$ cat src/rtl/cpu_mem_pkg.sv
// cpu_mem_pkg: shared types and defaults for the CPU memory port arbiter
package cpu_mem_pkg;
  localparam int ADDR_W_DEF = 32;
  localparam int DATA_W_DEF = 32;
  typedef enum logic [1:0] {IDLE, ISSUE, WAIT} state_t;
  typedef enum logic {OWN_IF = 1'b0, OWN_D = 1'b1} owner_t;
endpackage

$ cat src/rtl/arb_priority_pick.sv
// arb_priority_pick: data-over-fetch grant selection with fetch starvation override
module arb_priority_pick (
  input  logic if_req,
  input  logic d_req,
  input  logic starve,
  output logic gnt_if,
  output logic gnt_d
);
  // data wins unless fetch has been passed over MAX_STREAK times in a row
  always_comb begin
    gnt_d = d_req && !(if_req && starve);
    gnt_if = if_req && !gnt_d;
  end
endmodule

$ cat src/rtl/mem_port_arbiter.sv
// mem_port_arbiter: shares one memory port between fetch and load/store with timeout
module mem_port_arbiter
  import cpu_mem_pkg::*;
#(
  parameter int ADDR_W = ADDR_W_DEF,
  parameter int DATA_W = DATA_W_DEF,
  parameter int MAX_STREAK = 4,
  parameter int TIMEOUT = 255
) (
  input  logic                clk,
  input  logic                reset,
  input  logic                if_req,
  input  logic [ADDR_W-1:0]   if_addr,
  output logic                if_ready,
  output logic                if_rvalid,
  output logic [DATA_W-1:0]   if_rdata,
  output logic                if_err,
  input  logic                d_req,
  input  logic                d_we,
  input  logic [ADDR_W-1:0]   d_addr,
  input  logic [DATA_W-1:0]   d_wdata,
  input  logic [DATA_W/8-1:0] d_be,
  output logic                d_ready,
  output logic                d_rvalid,
  output logic [DATA_W-1:0]   d_rdata,
  output logic                d_err,
  output logic                mem_req,
  output logic                mem_we,
  output logic [ADDR_W-1:0]   mem_addr,
  output logic [DATA_W-1:0]   mem_wdata,
  output logic [DATA_W/8-1:0] mem_be,
  input  logic                mem_gnt,
  input  logic                mem_rvalid,
  input  logic [DATA_W-1:0]   mem_rdata,
  output logic                busy,
  output logic                owner
);
  localparam int CW = $clog2(TIMEOUT + 1);
  localparam int SW = $clog2(MAX_STREAK + 1);
  localparam logic [CW-1:0] TO = CW'(TIMEOUT);
  localparam logic [SW-1:0] MS = SW'(MAX_STREAK);
  state_t state, nxt;
  owner_t owner_q;
  logic [CW-1:0] cnt;
  logic [SW-1:0] streak;
  logic gnt_if, gnt_d, hs, tmo, resp, idle;
  logic [DATA_W-1:0] rdata;
  arb_priority_pick u_pick (
    .if_req(if_req),
    .d_req (d_req),
    .starve(streak == MS),
    .gnt_if(gnt_if),
    .gnt_d (gnt_d)
  );
  // state register
  always_ff @(posedge clk) state <= reset ? IDLE : nxt;
  // next state, grants and pass-through responses; a handshake beats a same-cycle timeout
  always_comb begin
    hs = (state == ISSUE && mem_gnt) || (state == WAIT && mem_rvalid);
    tmo = state != IDLE && !hs && cnt == TO;
    resp = !reset && ((state == WAIT && mem_rvalid) || tmo);
    idle = !reset && state == IDLE;
    nxt = state == IDLE ? ((gnt_if || gnt_d) ? ISSUE : IDLE) :
          tmo ? IDLE :
          (state == ISSUE && mem_gnt) ? WAIT :
          (state == WAIT && mem_rvalid) ? IDLE : state;
    rdata = (tmo || mem_we) ? '0 : mem_rdata;
    if_ready = idle && gnt_if;
    d_ready = idle && gnt_d;
    if_rvalid = resp && owner_q == OWN_IF;
    d_rvalid = resp && owner_q == OWN_D;
    if_rdata = if_rvalid ? rdata : '0;
    d_rdata = d_rvalid ? rdata : '0;
    if_err = if_rvalid && tmo;
    d_err = d_rvalid && tmo;
    busy = state != IDLE;
    owner = owner_q;
  end
  // request latch, saturating timeout counter and fetch-starvation streak
  always_ff @(posedge clk) begin
    if (reset) begin
      mem_req <= 1'b0;
      mem_we <= 1'b0;
      mem_addr <= '0;
      mem_wdata <= '0;
      mem_be <= '0;
      owner_q <= OWN_IF;
      cnt <= '0;
      streak <= '0;
    end else begin
      if (if_ready || d_ready) begin
        mem_req <= 1'b1;
        mem_we <= d_ready && d_we;
        mem_addr <= d_ready ? d_addr : if_addr;
        mem_wdata <= d_ready ? d_wdata : '0;
        mem_be <= d_ready ? d_be : '1;
        owner_q <= d_ready ? OWN_D : OWN_IF;
        cnt <= '0;
      end else if (state != IDLE) begin
        cnt <= cnt == TO ? cnt : cnt + CW'(1);
      end
      if ((state == ISSUE && mem_gnt) || tmo) mem_req <= 1'b0;
      if (state == IDLE) streak <= (!if_req || gnt_if) ? '0 : (gnt_d && streak != MS) ? streak + SW'(1) : streak;
    end
  end
endmodule

$ cat config.mk
export PLATFORM = sky130hd
export DESIGN_NAME = mem_port_arbiter
export DESIGN_NICKNAME = d
export VERILOG_FILES = /design/src/rtl/cpu_mem_pkg.sv /design/src/rtl/arb_priority_pick.sv /design/src/rtl/mem_port_arbiter.sv
export SDC_FILE = /design/constraint.sdc
export NUM_CORES = 1
export LEC_CHECK = 0
export CORE_ASPECT_RATIO = 1.75
export CORE_MARGIN = 5
export CORE_UTILIZATION = 34
export DETAILED_ROUTE_END_ITERATION = 7
export PLACE_DENSITY_LB_ADDON = 0.2
export SLEW_MARGIN = 20
export SYNTH_ARGS = -nofsm -noshare
export SYNTH_HDL_FRONTEND = slang
export SYNTH_SLANG_ARGS = --single-unit
$ cat constraint.sdc
create_clock -name clk -period 2.2 [get_ports clk]
set_clock_uncertainty 0.15 [all_clocks]
set_input_delay 0.44 -clock clk [delete_from_list [all_inputs] [get_ports clk]]
set_output_delay 0.44 -clock clk [all_outputs]
set_load 0.02 [all_outputs]
==> out/results.tsv <==
metric	value	unit
outcome	finished with violations	
violations	negative setup slack	
hold_viol_final	0	
rsz0062_at_grt	yes	
io_buffers	280	
total_power	4.75	mW
drive_gt1_share	34.2	%
firstDrtPassIters	4	
cts_buffer_depth	2	
final_nets	873	
maxCapViolCount	0	
cts.sinks	84	
critPathKind	flip-flop to output pin	
setup_viol	64	
switching_share	27.3	%
grt_pass1_wl	25000	µm
drtIter0Drc	89	
nFillCells	756	
yosys.area.top_type	dfxtp_1	
stdcell_count	866	
ys_top_cells_by_area	dfxtp_1, and2_1, a22o_1	
place_congestion	0.935	
syn_nets	540	
power_density	603	nW/µm²
irDropWorstVdd	458	µV
area.growth.synth_to_final	110	%
synth_seq_cells	84	
grt_usage	24.2	%
setup_slack	-0.237	ns
async_reset_ff_share	0	%
die_w	89.4	µm
syn_area	3750	µm²
num_antenna_cells	0	
vias	4394	
core-area	10800	µm²
worstSetupStartpointType	flip-flop	
yosysSeqAreaShare	44.8	%
critPathArrivalTime	1.85	ns
synth_warnings	0	
rows	50	
start_util	34.9	%
wirelength	16900	µm
holdCritPathClass	flip-flop to flip-flop	
slew_headroom	74.4	%
final_antenna_net_count	0	
die_y	149	µm
holdWs	0.329	ns
combPwrFrac	28.9	%
antenna_found_initial	0	
cts_buffers	9	
synth_common_cells	dfxtp_1, and2_1, o22ai_1, nand2b_1	
hpwl	12200	µm
clk_latency	0.33	ns
p_int	3.45	mW
overflow	0	
yosys.area.top_type_share	44.8	%
finalMaxSlewViolations	0	
die_area	13300	µm²
switchingPower	1.30	mW
multi_input_area	2110	µm²
grt_max_degree	37	
clk_pin_slew_worst_paths	0.06	ns
end_kind	output pin	
critPathRequiredTime	1.61	ns
p_seq_share	37.4	%
netlist_instances	398	
dpl.cell_count	822	
drc	0	
synth_most_common_cell	dfxtp_1	
ys.flop_type	dfxtp_1	
clkPwrFrac	33.7	%
via_per_inst	5.07	
design_area	7880	µm²
critPathMaxFanout	5	
ios	281	
postPlaceCellArea	6970	µm²
root_buffer	clkbuf_16	
regArea	1690	µm²
tightest_slew	0.384	ns
tritoncts	done	
fin_crit	2.44	ns
utilization	73.2	%
final.period_utilization	111	%
routedWlPerCell	19.5	µm
postCtsHoldBufs	0	
max_freq	410	MHz
synth_area_per_cell	9.43	µm²
synth_edf_count	0	
grt_pass1_vias	4757	
leakage	3.26	nW
htreeDepth	3	
yosysUniqueCellTypes	47	
-- area by class of cell --
cell class | count | area share, %
Clock buffer | 12 | 3.13
Clock inverter | 4 | 0.921
Inverter | 5 | 0.270
Multi-Input combinational cell | 280 | 26.8
Sequential cell | 84 | 21.4
Tap cell | 130 | 2.06
Timing Repair Buffer | 351 | 45.4
-- cells in the final DEF, fill, tap and decap left out, types with 4 or more instances in the layout --
cell type / netlist / final
a21oi_1: 33 / 33
a21oi_2: 8 / 8
a22o_1: 33 / 33
and2_4: 0 / 65
buf_12: 0 / 7
buf_4: 0 / 52
buf_6: 3 / 77
clkbuf_16: 0 / 11
clkdlybuf4s50_1: 0 / 206
dfxtp_1: 84 / 80
dfxtp_2: 0 / 4
nand2_1: 8 / 8
nand2b_1: 34 / 34
nor2_1: 13 / 12
o22ai_1: 36 / 36
-- through the flow --
stage          setup WS [ns]  setup TNS [ns]
2_1_floorplan        -0.0777          -0.170
3_3_place_gp          -0.740          -52.37
3_5_place_dp          -0.776          -54.75
4_1_cts               -0.280          -10.45
5_1_grt               -0.309          -10.17
6_report              -0.237           -4.69
-- worst max-delay path, cell delays in order (launching register included) --
cell,delay (ns)
dfxtp_2,0.35
ha_4,0.13
nand4_1,0.12
or2_4,0.27
or2_4,0.26
buf_4,0.15
nor2_4,0.10
buf_6,0.13
-- metal layers --
layer | up-vias | track usage, % | wire [µm]
met2 | 189 | 43.5 | 8910
met3 | 27 | 6.97 | 1510
li1 | 2088 | - | -
met5 | - | 0 | 0
met4 | 0 | 7.90 | 395
met1 | 2090 | 26.5 | 6100
-- timing repair --
action	4_1_cts	5_1_grt
pin swaps	39	7
setup endpoints to repair	71	71
resized for setup	492	17
cloned	5	1
setup buffers	25	2
-- power by group through the flow --
stage / sequential (mW) / combinational [mW] / clock [mW]
floorplan: 1.98 / 0.398 / 0
global placement: 1.80 / 1.32 / 0
detailed placement: 1.80 / 1.34 / 0
CTS: 1.78 / 1.37 / 1.64
global route: 1.79 / 1.46 / 1.69
finish: 1.78 / 1.37 / 1.60
-- state kept, by name (all words and copies together) (netlist names) --
register,cells
mem_we,1
mem_addr,32
streak,3
cnt,8
owner,1
mem_wdata,32
mem_req,1
mem_be,4
state,2
-- final timing paths --
| kind | startpoint | endpoint | slack [ns] | cells after the start |
|---|---|---|---|---|
| setup / recovery | cnt[1]$_SDFFE_PP0P_ | d_err | -0.24 | 7 |
| hold / removal | mem_wdata[25]$_SDFFE_PP0P_ | mem_wdata[25]$_SDFFE_PP0P_ | 0.33 | 1 |
| setup reg to reg | state[1]$_SDFFE_PP0P_ | mem_addr[18]$_SDFFE_PP0P_ | 0.23 | 9 |
| hold reg to reg | mem_wdata[25]$_SDFFE_PP0P_ | mem_wdata[25]$_SDFFE_PP0P_ | 0.33 | 1 |
-- logic make-up after synthesis --
kind of cell / Yosys count / synth area share (%)
adder cells (fa/ha/maj): 3 / 1.00
flip-flops: 84 / 44.8
AND/OR/NAND/NOR: 146 / 25.1
AO/OA/AOI/OAI: 127 / 23.5
buffers and inverters: 34 / 4.70
XOR/XNOR: 4 / 0.933
(Power assumes the default switching activity.)
